--- src/rtl/ex_div_unit.sv ---
// ex_div_unit: iterative radix-2 restoring divider living in the EX stage.
// Stalls the pipeline while iterating and keeps the last remainder so a paired REM completes at once.
`ifndef DATA_WIDTH_ALU_OP
`define DATA_WIDTH_ALU_OP 5
`endif
`ifndef ALU_OP_DIV
`define ALU_OP_DIV  5'h10
`endif
`ifndef ALU_OP_DIVU
`define ALU_OP_DIVU 5'h11
`endif
`ifndef ALU_OP_REM
`define ALU_OP_REM  5'h12
`endif
`ifndef ALU_OP_REMU
`define ALU_OP_REMU 5'h13
`endif

module ex_div_unit #(
  parameter int DATA_W = 32,
  parameter int CNT_W  = 6   // 2**CNT_W must exceed DATA_W
) (
  input  logic                          clk,
  input  logic                          rst_n,
  input  logic                          cpu_en,
  input  logic                          ex_flush,
  input  logic                          id_en,
  input  logic [`DATA_WIDTH_ALU_OP-1:0] id_alu_op,
  input  logic [DATA_W-1:0]             id_alu_in_0,
  input  logic [DATA_W-1:0]             id_alu_in_1,
  input  logic                          rem_after_div,
  output logic                          div_stall,
  output logic                          div_result_valid,
  output logic [DATA_W-1:0]             div_result,
  output logic [1:0]                    dbg_state_o
);
  typedef enum logic [1:0] {IDLE = 2'd0, CALC = 2'd1, DONE = 2'd2} state_e;

  localparam logic [DATA_W-1:0] MIN_NEG  = {1'b1, {(DATA_W-1){1'b0}}};
  localparam logic [DATA_W-1:0] ALL_ONES = '1;

  state_e            state_q, state_d;
  logic [CNT_W-1:0]  cnt_q, cnt_d;
  logic              rem_hit_q, rem_hit_d;
  logic [DATA_W-1:0] saved_rem_q, saved_rem_d;
  logic [DATA_W-1:0] quo_q, quo_d, rem_q, rem_d, dvs_q, dvs_d;
  logic              quo_neg_q, quo_neg_d, rem_neg_q, rem_neg_d;
  logic              is_rem_q, is_rem_d;
  logic [DATA_W-1:0] result_q, result_d;

  logic op_div, op_divu, op_rem, op_remu, div_op, op_signed, op_is_rem;
  assign op_div    = id_alu_op == `ALU_OP_DIV;
  assign op_divu   = id_alu_op == `ALU_OP_DIVU;
  assign op_rem    = id_alu_op == `ALU_OP_REM;
  assign op_remu   = id_alu_op == `ALU_OP_REMU;
  assign div_op    = id_en && (op_div || op_divu || op_rem || op_remu);
  assign op_signed = op_div || op_rem;
  assign op_is_rem = op_rem || op_remu;

  logic              a_neg, b_neg, div_zero, div_ovf, flush, fast_rem, last_step;
  logic [DATA_W-1:0] a_abs, b_abs;
  assign a_neg     = op_signed && id_alu_in_0[DATA_W-1];
  assign b_neg     = op_signed && id_alu_in_1[DATA_W-1];
  assign a_abs     = a_neg ? -id_alu_in_0 : id_alu_in_0;
  assign b_abs     = b_neg ? -id_alu_in_1 : id_alu_in_1;
  assign div_zero  = id_alu_in_1 == '0;
  assign div_ovf   = op_signed && (id_alu_in_0 == MIN_NEG) && (id_alu_in_1 == ALL_ONES);
  assign flush     = cpu_en && ex_flush;
  assign fast_rem  = cpu_en && !ex_flush && (state_q == IDLE) && div_op && op_is_rem && rem_hit_q;
  assign last_step = cnt_q == CNT_W'(DATA_W - 1);

  // Restoring step: a set top bit of the trial means the shifted remainder was below the divisor.
  logic [DATA_W:0] rem_sh, trial;
  assign rem_sh = {rem_q, quo_q[DATA_W-1]};
  assign trial  = rem_sh - {1'b0, dvs_q};

  logic [DATA_W-1:0] quo_fix, rem_fix;
  assign quo_fix = quo_neg_q ? -quo_q : quo_q;
  assign rem_fix = rem_neg_q ? -rem_q : rem_q;

  // Handshake: div_stall holds the ID/EX slot; the cycle with div_stall=0 and
  // div_result_valid=1 is the one in which the slot advances carrying div_result.
  always_comb begin
    div_stall        = 1'b0;
    div_result_valid = 1'b0;
    div_result       = result_q;
    unique case (state_q)
      IDLE: begin
        div_stall = div_op && !fast_rem && !flush;
        if (fast_rem) begin
          div_result_valid = 1'b1;
          div_result       = saved_rem_q;
        end
      end
      CALC: div_stall = !flush;
      DONE: begin
        div_result_valid = !flush;
        div_result       = is_rem_q ? rem_fix : quo_fix;
      end
      default: ;
    endcase
  end

  always_comb begin
    state_d     = state_q;
    cnt_d       = cnt_q;
    rem_hit_d   = rem_hit_q;
    saved_rem_d = saved_rem_q;
    quo_d       = quo_q;
    rem_d       = rem_q;
    dvs_d       = dvs_q;
    quo_neg_d   = quo_neg_q;
    rem_neg_d   = rem_neg_q;
    is_rem_d    = is_rem_q;
    result_d    = div_result_valid ? div_result : result_q;
    if (flush) begin
      state_d   = IDLE;
      cnt_d     = '0;
      rem_hit_d = 1'b0;
    end else begin
      unique case (state_q)
        IDLE: begin
          if (fast_rem) begin
            rem_hit_d = 1'b0;
          end else if (div_op) begin
            is_rem_d  = op_is_rem;
            cnt_d     = '0;
            quo_neg_d = 1'b0;
            rem_neg_d = 1'b0;
            if (div_zero) begin
              quo_d   = ALL_ONES;
              rem_d   = id_alu_in_0;
              state_d = DONE;
            end else if (div_ovf) begin
              quo_d   = MIN_NEG;
              rem_d   = '0;
              state_d = DONE;
            end else begin
              quo_d     = a_abs;
              rem_d     = '0;
              dvs_d     = b_abs;
              quo_neg_d = a_neg ^ b_neg;
              rem_neg_d = a_neg;
              state_d   = CALC;
            end
          end else if (id_en) begin
            rem_hit_d = 1'b0;
          end
        end
        CALC: begin
          cnt_d = cnt_q + 1'b1;
          if (!trial[DATA_W]) begin
            rem_d = trial[DATA_W-1:0];
            quo_d = {quo_q[DATA_W-2:0], 1'b1};
          end else begin
            rem_d = rem_sh[DATA_W-1:0];
            quo_d = {quo_q[DATA_W-2:0], 1'b0};
          end
          if (last_step) state_d = DONE;
        end
        DONE: begin
          saved_rem_d = rem_fix;
          rem_hit_d   = rem_after_div && !is_rem_q;
          state_d     = IDLE;
        end
        default: state_d = IDLE;
      endcase
    end
  end

  always_ff @(posedge clk or negedge rst_n) begin
    if (!rst_n) begin
      state_q     <= IDLE;
      cnt_q       <= '0;
      rem_hit_q   <= 1'b0;
      saved_rem_q <= '0;
      quo_q       <= '0;
      rem_q       <= '0;
      dvs_q       <= '0;
      quo_neg_q   <= 1'b0;
      rem_neg_q   <= 1'b0;
      is_rem_q    <= 1'b0;
      result_q    <= '0;
    end else if (cpu_en) begin
      state_q     <= state_d;
      cnt_q       <= cnt_d;
      rem_hit_q   <= rem_hit_d;
      saved_rem_q <= saved_rem_d;
      quo_q       <= quo_d;
      rem_q       <= rem_d;
      dvs_q       <= dvs_d;
      quo_neg_q   <= quo_neg_d;
      rem_neg_q   <= rem_neg_d;
      is_rem_q    <= is_rem_d;
      result_q    <= result_d;
    end
  end

  assign dbg_state_o = state_q;
endmodule

--- config.mk ---
export PLATFORM = sky130hd
export DESIGN_NAME = ex_div_unit
export DESIGN_NICKNAME = d
export VERILOG_FILES = /design/src/rtl/ex_div_unit.sv
export SDC_FILE = /design/constraint.sdc
export NUM_CORES = 1
export LEC_CHECK = 0
export ABC_AREA = 0
export BUFFER_PORTS_ARGS = -buffer_cell sky130_fd_sc_hd__buf_2
export CAP_MARGIN = 10
export CORE_MARGIN = 4
export CORE_UTILIZATION = 50
export CTS_CLUSTER_DIAMETER = 80
export DETAILED_ROUTE_END_ITERATION = 8
export PLACE_DENSITY = 0.69
export SLEW_MARGIN = 15
export SYNTH_ARGS = -nofsm -noshare
export SYNTH_HDL_FRONTEND = slang
export SYNTH_SLANG_ARGS = --single-unit
--- constraint.sdc ---
create_clock -name clk -period 4 [get_ports clk]
set_input_delay 0.8 -clock clk [delete_from_list [all_inputs] [get_ports clk]]
set_output_delay 0.8 -clock clk [all_outputs]
set_load 0.03 [all_outputs]
# After elaboration in Yosys (flattened, before gate mapping)
# Cells that the tools add are included.
dict set report classes {
  n_addsub 6
  n_eq_ne 16
  muxes 41
  bitwise_logic 5
  reduce_logical 36
}
# operator count
set ops {}
lappend ops {{$mux W32} 14}
lappend ops {{$pmux W32 S2} 3}
lappend ops {{$neg A32 Y32} 4}
lappend ops {{$eq A32 B32 Y1 const B} 2}
lappend ops {{$sub A33 B32 Y33} 1}
lappend ops {{$logic_not A32 Y1} 1}
lappend ops {{$eq A5 B5 Y1 const B} 4}
lappend ops {{$mux W6} 3}
lappend ops {{$logic_and A1 B1 Y1} 14}
lappend ops {{$mux W2} 6}
lappend ops {{$pmux W6 S2} 1}
lappend ops {{$reduce_and A4 Y1} 3}
lappend ops {{$mux W1} 10}
lappend ops {{$reduce_and A5 Y1} 2}
lappend ops {{$ne A3 B3 Y1 const B} 3}
lappend ops {{$ne A4 B4 Y1 const B} 2}
lappend ops {{$reduce_and A7 Y1} 1}
lappend ops {{$add A6 B1 Y6 const B} 1}
lappend ops {{$eq A6 B5 Y1 const B} 1}
lappend ops {{$pmux W1 S2} 3}
lappend ops {{$reduce_bool A3 Y1} 2}
lappend ops {{$logic_or A1 B1 Y1} 5}
lappend ops {{$logic_not A1 Y1} 4}
lappend ops {{$ne A2 B2 Y1 const B} 2}
lappend ops {{9 further kinds} 12}
dict set report word_totals {
  ff_bits 172
  in_bits 75
  out_inout_bits 36
  elab_cells 115
}

# Depth between registers and ports, before layout
# Gate-level depths: netlist (run 1).
dict set report logic_depth {
  ltp_word 12
  ltp_mapped 14
  ltp_nobuf 12
}

# Worst setup path after synthesis (run 1)
# OpenSTA, ideal clock, no wires.
dict set report synth_timing {
  path_type {register to output}
  start {reg quo_q[14]}
  end {out div_result[25]}
  arrival_ps 3061
  required_ps 3200
  path_slack_ps 139
  path_stages_with_launch 9
  n_path_buf 0
  cell_sequence {dfrtp_1 > or4_1 > or2_2 > o41ai_1 > nand2_1 > xnor2_1 > o21ai_0 > nand2_1 > o221ai_1}
}
dict set report synth_between {
  elab_chain_len 4
}
# element line_no
set synth_rtl {}
lappend synth_rtl {{from (decl)} 46} ;# logic [DATA_W-1:0] quo_q, quo_d, rem_q, rem_d, dvs_q, dvs_d;
lappend synth_rtl {{from (signal assigned)} 189} ;# quo_q <= quo_d;
lappend synth_rtl {{$neg A32 Y32} 78} ;# assign quo_fix = quo_neg_q ? -quo_q : quo_q;
lappend synth_rtl {{$mux W32} 78}
lappend synth_rtl {{$mux W32} 98} ;# div_result = is_rem_q ? rem_fix : quo_fix;
lappend synth_rtl {{$pmux W32 S2} 87} ;# unique case (state_q)
lappend synth_rtl {{to (decl)} 34} ;# output logic [DATA_W-1:0] div_result,
# No other way between the ends.

# Worst setup path after layout (run 1)
dict set report layout_timing {
  start {reg quo_q[14]}
  end {out div_result[24]}
}
# The elaborated chain is that of the path after synthesis.

==> results of run 1 <==
[power breakdown]
group	internal (uW)	total (uW)	switching, uW
Clock	907	1680	778
Sequential	2290	2900	611
Combinational	3050	7320	4270
[metal layers]
layer | GRT usage, % | wire length, um | vias up
li1 | - | - | 6226
met1 | 41.2 | 18500 | 6222
met2 | 44.9 | 19000 | 609
met3 | 8.13 | 4220 | 96
met4 | 10.8 | 1620 | 2
met5 | 0 | 9 | -
[layout by cell type, fill, tap and decap left out, types with 11 or more instances in the layout]
cell type and n:
or4_4 11, a22oi_1 14, xnor2_1 72, nand3_1 30
o22ai_1 11, ha_1 37, a221oi_1 14, xor2_1 69
o31ai_1 31, nor3_1 25, dfrtp_1 166, a211oi_1 14
o41ai_1 11, a31oi_1 12, nor2_1 163, mux2_2 23
nand4_1 15, mux2i_1 17, a21oi_1 179, a21o_1 22
o211ai_1 20, buf_4 118, inv_1 53, o21ai_1 18
clkbuf_16 17, o21ai_0 130, buf_2 100, nand2_1 221
[worst max path at each step]
stage                      to  slack, ns  cells after the start
2_1_floorplan  div_result[25]       0.14                      8
3_3_place_gp   div_result[31]       0.13                      8
3_5_place_dp   div_result[31]        0.1                      8
4_1_cts        div_result[22]     -0.003                     10
5_1_grt        div_result[29]      -0.15                      9
6_report       div_result[24]      -0.03                      8
[synthesized netlist by cell type (all sizes together) (5+ instances only)]
cell type,instances,area [um2]
nand2,222,841
a21oi,181,906
dfrtp,172,4300
nor2,167,643
o21ai,154,771
clkbuf,87,327
xnor2,74,648
xor2,70,613
inv,53,199
ha,38,475
o31ai,37,278
nand3,31,160
nor3,28,156
mux2,23,259
a21o,22,165
o211ai,20,150
or4,20,161
a211oi,19,143
mux2i,17,170
o41ai,17,149
a221oi,15,138
nand4,15,93.8
a22oi,14,105
nor4,13,87.6
a31oi,12,75.1
buf,12,68.8
o22ai,11,68.8
or3,11,68.8
nand2b,10,62.6
and2,9,56.3
a221o,6,60.1
a22o,6,52.6
or2,6,37.5
and3,5,31.3
[state kept, by name (all words and copies together) (netlist names), 2 cells and up]
signal,flops
cnt_q,6
dbg_state_o,2
dvs_q,32
quo_q,32
rem_q,32
result_q,32
saved_rem_q,32
[cells by family (layout without fill, tap and decap cells)]
kind of cell	after synthesis	after routing
flip-flops	172	172
AND/OR/NAND/NOR	555	555
XOR/XNOR	144	144
multiplexers	40	40
adder cells (fa/ha/maj)	39	39
buffers and inverters	154	314
AO/OA/AOI/OAI	547	547
[critical path: stages, from the launching register on]
cell	delay (ns)
dfrtp_1	0.38
or4_4	0.53
or2_4	0.25
or4_4	0.59
o31ai_2	0.23
xnor2_1	0.22
o21ai_1	0.16
o221ai_1	0.24
buf_4	0.20
[through the flow]
| stage | setup WS (ns) | total power (uW) | hold WS (ns) |
|---|---|---|---|
| 2_1_floorplan | 0.139 | 7320 | 0.449 |
| 3_3_place_gp | 0.133 | 9600 | 0.462 |
| 3_5_place_dp | 0.0975 | 9690 | 0.465 |
| 4_1_cts | -0.00259 | 11600 | 0.481 |
| 5_1_grt | -0.151 | 12700 | 0.519 |
| 6_report | -0.0341 | 11900 | 0.479 |
[what timing repair did]
| action | in CTS | in global routing |
|---|---|---|
| gates resized for setup | 48 | 40 |
| buffers inserted | 13 | 6 |
| setup endpoints to repair | 13 | 17 |
| endpoints found under the hold margin | 0 | 0 |
| pin swaps | 15 | 28 |
[final cells by class]
type,instances,area (um2)
Timing Repair Buffer,227,1500
Inverter,55,206
Sequential cell,172,4310
Clock buffer,19,453
Multi-Input combinational cell,1325,8490
Clock inverter,13,128
Fill cell,2281,9900
Tap cell,330,413
==> flow_metrics.tcl, run 1 <==
set metrics [dict create \
    status "complete, but fails checks" \
    violations "setup timing" \
    synth_top_family_by_area "compound AO/OA/AOI/OAI gates" \
    route.detailed.drc 0 \
    grt_util_all_layers_pct 29.8 \
    clk_pin_slew_ns 0.07 \
    cap_violations 0 \
    synth-seq-cells 172 \
    clk_path_buf_depth 2 \
    power.density_mw_per_mm2 768 \
    fin_crit_sh_pct 101 \
    cts_hold_buffers 0 \
    ys.flop_type "dfrtp_1" \
    ir_drop_mv 0.985 \
    finalMaxSlewViolations 0 \
    endpoint_kind "output port" \
    skew_ns 0.0112 \
    hold_depth 1 \
    io_pins 111 \
    worst_pin_slew_ns 1.11 \
    vias 13155 \
    cts_made_buffers 17 \
    die-width_um 169 \
    setup_viol 4 \
    row_count 58 \
    worstRegToRegCells 14 \
    synthArstFlopShare_pct 100 \
    dp.cells 2090 \
    reg2reg_slack_ns 0.23 \
    min_period_ns 4.03 \
    r2r_end "rem_q[22]$_DFFE_PN0P_" \
    drtPass1Iterations 6 \
    hold_violations 0 \
    syn_inst 1651 \
    synthXorXnorAreaFrac_pct 9.69 \
    design_area_mm2 0.0155 \
    start_util_pct 51.3 \
    gp_congestion 0.978 \
    rsz0062_at_grt "yes" \
    clockRootBuffer "clkbuf_16" \
    core_mm2 0.0254 \
    dp.final_hpwl_um 32900 \
    power_leakage_uw 0.00672 \
    finalSetupTns_ns -0.0623 \
    cts_num_sinks 172 \
    holdCritPathClass "flip-flop to flip-flop" \
    drt_iter0_drc 1256 \
    cp_max_fo 5 \
    crit_required_ns 3.20 \
    overflow 0 \
    yosys.area_share.simple_pct 19.7 \
    fin_ws_ns -0.0341 \
    diodes 0 \
    cts_tree "done" \
    ant_nets 0 \
    port_buffers 110 \
    fp.dieArea_mm2 0.0287 \
    antenna_found_initial 1 \
    placed_area_mm2 0.0144 \
    grt_max_degree 118 \
    whs_endpoint "result_q[21]$_DFFE_PN0P_" \
    fin_util_pct 61.0 \
    drive_above_1_share_pct 20.0 \
    mappedNetlistArea_mm2 0.0130 \
    ctsHtreeMaxLevel 4 \
    yosys.area_share.adder_pct 3.81 \
    relSlewSlack_pct 26.2 \
    hold_start "result_q[21]$_DFFE_PN0P_" \
    clock_latency_ns 0.44 \
    synth-compound-area-share_pct 25.8 \
    ys_types 76 \
    synth_nets 1765 \
    die_h_um 169 \
    crit_path_start "quo_q[14]$_DFFE_PN0P_" \
    path_class "flip-flop to output port" \
    wl_per_cell_um 20.2 \
    grt_pass1_wl_um 67600 \
    fmax_ghz 0.248 \
    synth_edf_count 0 \
    avgSynthCellArea_um2 7.88 \
    crit_arrival_ns 3.23 \
    synthMuxAreaShare_pct 3.30 \
    fin_cells 2141 \
    yosysWarnings 0 \
    rr_startpoint "rem_q[10]$_DFFE_PN0P_" \
    ys_seq_area_share_pct 33.1 \
    syn2layout_area_growth_pct 19.1 \
    via_per_inst 6.14 \
    grt_pass1_vias 12290 \
    nNetsFinal 1912 \
    start_kind "flip-flop" \
    totalWireLength_um 43300 \
]
No activity file was read; power rests on OpenSTA's default activity.
==> inputs of run 2 (changes only) <==
- SKIP_LAST_GASP: default -> 1
==> run 2 against run 1 <==
Effect of this change: the run still ends with setup timing left; largest power group unchanged; hold slack is essentially flat; critical path depth grew 1; global-route usage is essentially flat.
==> flow_metrics.tcl, run 2 (synthesis results as in run 1) <==
set metrics [dict create \
    status "complete, but fails checks" \
    violations "setup timing" \
    ctsHtreeMaxLevel 4 \
    endpoint_kind "output port" \
    die_h_um 169 \
    clockRootBuffer "clkbuf_16" \
    crit_required_ns 3.20 \
    cts_num_sinks 172 \
    antenna_found_initial 1 \
    grt_pass1_vias 12286 \
    layout_common_cells "nand2_1, a21oi_1, dfrtp_1" \
    dp.cells 2090 \
    fp.dieArea_mm2 0.0287 \
    cap_violations 0 \
    syn2layout_area_growth_pct 19.0 \
    skew_ns 0.0109 \
    grt_pass1_wl_um 67500 \
    relSlewSlack_pct 26.5 \
    core_mm2 0.0254 \
    finalSetupTns_ns -0.0537 \
    holdCritPathClass "flip-flop to flip-flop" \
    start_kind "flip-flop" \
    clock_latency_ns 0.44 \
    final_common_cell "nand2_1" \
    fin_util_pct 61.0 \
    worst_pin_slew_ns 1.10 \
    min_period_ns 4.02 \
    power_uw 11900 \
    hold_violations 0 \
    ant_nets 0 \
    overflow 0 \
    cts_made_buffers 17 \
    design_area_mm2 0.0155 \
    fin_crit_sh_pct 101 \
    via_per_inst 6.15 \
    wl_per_cell_um 20.2 \
    cp_max_fo 5 \
    power.density_mw_per_mm2 769 \
    gp_congestion 0.978 \
    rsz0062_at_grt "yes" \
    port_buffers 110 \
    diodes 0 \
    route.detailed.drc 0 \
    power_leakage_uw 0.00671 \
    totalWireLength_um 43200 \
    fmax_ghz 0.249 \
    fin_ws_ns -0.0210 \
    ir_drop_mv 0.991 \
    grt_util_all_layers_pct 29.8 \
    die-width_um 169 \
    placed_area_mm2 0.0144 \
    drt_iter0_drc 1303 \
    vias 13177 \
    row_count 58 \
    start_util_pct 51.3 \
    clk_path_buf_depth 2 \
    nNetsFinal 1912 \
    fin_cells 2141 \
    path_class "flip-flop to output port" \
    crit_arrival_ns 3.22 \
    finalMaxSlewViolations 0 \
    cts_tree "done" \
    grt_max_degree 118 \
    setup_viol 4 \
    drive_above_1_share_pct 19.9 \
    io_pins 111 \
    clk_pin_slew_ns 0.07 \
    dp.final_hpwl_um 32900 \
    drtPass1Iterations 6 \
]
==> run 2: changes by cell type in the layout (fill, tap and decap cells not counted) <==
cell | before | now
buf_2 | 100 | 101
buf_4 | 118 | 119
buf_6 | 5 | 3
o21ai_1 | 18 | 20
o21ai_2 | 6 | 4
or4_1 | 9 | 8
or4_4 | 11 | 12
==> run 2: report_power, final <==
part           internal (uW)  total, uW  switching, uW
Combinational           3050       7330           4270
Sequential              2290       2900            611
Clock                    907       1690            779
Total                   6250      11900           5660
==> run 2: repair_timing <==
item / CTS / global route
cloned: 0 / 0
endpoints found under the setup margin: 13 / 17
pin swaps: 15 / 26
gates resized for setup: 45 / 39
hold buffers: 0 / 0
setup buffers: 13 / 6
==> run 2: layer usage <==
| layer | wire length, um | part of all wire, % | global-route usage [%] | vias to the layer above |
|---|---|---|---|---|
| li1 | - | - | - | 6225 |
| met1 | 18400 | 43 | 41.2 | 6223 |
| met2 | 18800 | 43 | 44.9 | 625 |
| met3 | 4380 | 10 | 8.13 | 102 |
| met4 | 1670 | 3.9 | 10.8 | 2 |
| met5 | 9 | 0.021 | 0 | - |
==> run 2: final timing paths <==
check	from	end	slack, ns	cells past startpoint
worst max-delay path	rem_q[22]$_DFFE_PN0P_	div_result[29]	-0.02	9
worst min-delay path	result_q[21]$_DFFE_PN0P_	result_q[21]$_DFFE_PN0P_	0.48	1
worst max register to register	rem_q[10]$_DFFE_PN0P_	rem_q[22]$_DFFE_PN0P_	0.22	14
worst min register to register	result_q[21]$_DFFE_PN0P_	result_q[21]$_DFFE_PN0P_	0.48	1
max in group asynchronous	rst_n	quo_q[17]$_DFFE_PN0P_	2.63	2
min in group asynchronous	rst_n	cnt_q[5]$_DFFE_PN0P_	0.49	1
==> run 2: cell type report <==
cell class              count  area, um2
inverters                  55        206
repair buffers            227       1490
clock buffers              19        453
well taps                 330        413
fillers                  2282       9910
clock inverters            13        128
flip-flops and latches    172       4310
multi-input cells        1325       8480
==> run 2: per-stage QoR <==
step                      setup WS [ns]  hold slack, ns
after detailed placement         0.0975           0.465
after floorplan                   0.139           0.449
after CTS                       -0.0253           0.481
final                           -0.0210           0.480
after global routing             -0.152           0.519
after global placement            0.133           0.462
==> run 2: critical path, stage by stage, from the launching register on <==
cell,delay (ns)
dfrtp_1,0.38
or4_4,0.56
or4_4,0.45
or2_4,0.30
o41ai_4,0.26
xnor2_2,0.12
mux2i_1,0.14
nor2_1,0.08
a221o_1,0.32
buf_4,0.17
==> inputs of run 3 (changes only) <==
- CORE_UTILIZATION: 50 -> 35
- PLACE_DENSITY: 0.69 -> 0.52
==> run 3 against run 2 <==
Effect of this change: the run still ends with setup timing left; clock skew increased by 0.0060 ns; wire length is 8.1% higher; sequential power shrank 3%; maximum frequency decreased by 2.3%.
==> flow_metrics.tcl, run 3 (synthesis results as in run 1) <==
set metrics [dict create \
    status "complete, but fails checks" \
    violations "setup timing" \
    grt_pass1_wl_um 73500 \
    endpoint_kind "output port" \
    worst_pin_slew_ns 1.15 \
    syn2layout_area_growth_pct 21.7 \
    layout_common_cells "nand2_1, a21oi_1, dfrtp_1" \
    cp_max_fo 2 \
    cts_tree "done" \
    grt_max_degree 61 \
    rsz0062_at_grt "yes" \
    cts_made_buffers 17 \
    ctsHtreeMaxLevel 4 \
    place_ws_ns 0.0989 \
    overflow 0 \
    start_util_pct 35.6 \
    final_common_cell "nand2_1" \
    vias 12954 \
    cap_violations 0 \
    diodes 0 \
    crit_path_start "quo_q[17]$_DFFE_PN0P_" \
    via_per_inst 5.64 \
    clock_latency_ns 0.46 \
    nNetsFinal 1928 \
    skew_ns 0.0169 \
    port_buffers 110 \
    fin_crit_sh_pct 103 \
    placed_area_mm2 0.0146 \
    core_mm2 0.0366 \
    drt_iter0_drc 1011 \
    max_stage_delay_ns 0.57 \
    fin_ws_ns -0.117 \
    crit_required_ns 3.20 \
    gp_congestion 0.907 \
    clk_pin_slew_ns 0.07 \
    die_h_um 201 \
    grt_pass1_vias 12561 \
    slowest_stage "or4_4" \
    hold_ws_ns 0.307 \
    path_common_cell "or4_4" \
    dp.final_hpwl_um 36500 \
    setup_viol 8 \
    die-width_um 201 \
    wl_per_cell_um 20.4 \
    cp_cell_sequence "or3_4, or4_4, or4_4, o31ai_4, xnor2_1, o21ai_2, a221o_1, buf_6" \
    cts_hold_buffers 0 \
    reg2reg_slack_ns 0.32 \
    clockRootBuffer "clkbuf_16" \
    crit_arrival_ns 3.32 \
    drtPass1Iterations 5 \
    io_pins 111 \
    finalMaxSlewViolations 0 \
    antenna_found_initial 1 \
    crit_family "simple AND/OR/NAND/NOR gates" \
    power.density_mw_per_mm2 755 \
    r2r_end "rem_q[3]$_DFFE_PN0P_" \
    totalWireLength_um 46700 \
    cts_num_sinks 172 \
    ant_nets 0 \
    worstRegToRegCells 14 \
    rr_startpoint "quo_q[31]$_DFFE_PN0P_" \
    routed-wl-met3_um 3030 \
    wl_met2_um 20500 \
    start_kind "flip-flop" \
    row_count 70 \
    ir_drop_mv 0.382 \
    power_leakage_uw 0.00682 \
    design_area_mm2 0.0158 \
    clk_path_buf_depth 2 \
    wl_met1_um 22100 \
    holdCritPathClass "input port to asynchronous set/reset pin" \
    path_class "flip-flop to output port" \
    fmax_ghz 0.243 \
    grt_util_all_layers_pct 22.9 \
    relSlewSlack_pct 23.0 \
    worst-path-stages 8 \
    min_period_ns 4.12 \
    hold_violations 0 \
    crit_buf_inv 1 \
    fp.dieArea_mm2 0.0403 \
    topRoutingLayerUsed "met4" \
    drive_above_1_share_pct 20.7 \
    route.detailed.drc 0 \
]
run 3: cell type report:
type | instances | area (um2)
multi-input cells | 1325 | 8490
flip-flops and latches | 172 | 4310
well taps | 468 | 586
inverters | 55 | 206
clock inverters | 15 | 168
clock buffers | 17 | 425
fillers | 3717 | 20800
repair buffers | 243 | 1660
run 3: worst max-delay path by stage:
stage                           to  slack, ns
floorplan           div_result[25]       0.14
global placement    div_result[31]       0.11
detailed placement  div_result[31]        0.1
CTS                 div_result[31]      -0.13
global route        div_result[31]      -0.20
finish              div_result[31]      -0.12
run 3: power by group:
group | internal [uW] | total, uW | leakage (uW) | switching (uW)
logic | 3060 | 7450 | 0.00434 | 4390
registers | 2290 | 2800 | 0.00218 | 513
clock network | 845 | 1720 | 0.000289 | 872
run 3: metal layers:
layer  up-vias  global-route usage [%]
li1       6251                       -
met1      6286                    33.0
met2       365                    34.7
met3        52                    5.07
met4         0                    6.02
met5         -                       0
run 3: stage by stage:
step | TNS, ns | utilization, % | std cells | total power, uW
finish | -0.395 | 43.3 | 2295 | 12000
global route | -1.65 | 43.3 | 2295 | 12900
CTS | -0.881 | 42.7 | 2290 | 11800
detailed placement | 0 | 40.0 | 2233 | 9720
global placement | 0 | 40.0 | 2233 | 9670
floorplan | 0 | - | 1651 | 7320
run 3: timing repair:
item | in CTS | in global routing
pin swaps | 24 | 17
gates resized for setup | 51 | 37
buffers inserted | 25 | 5
endpoints found under the setup margin | 15 | 30
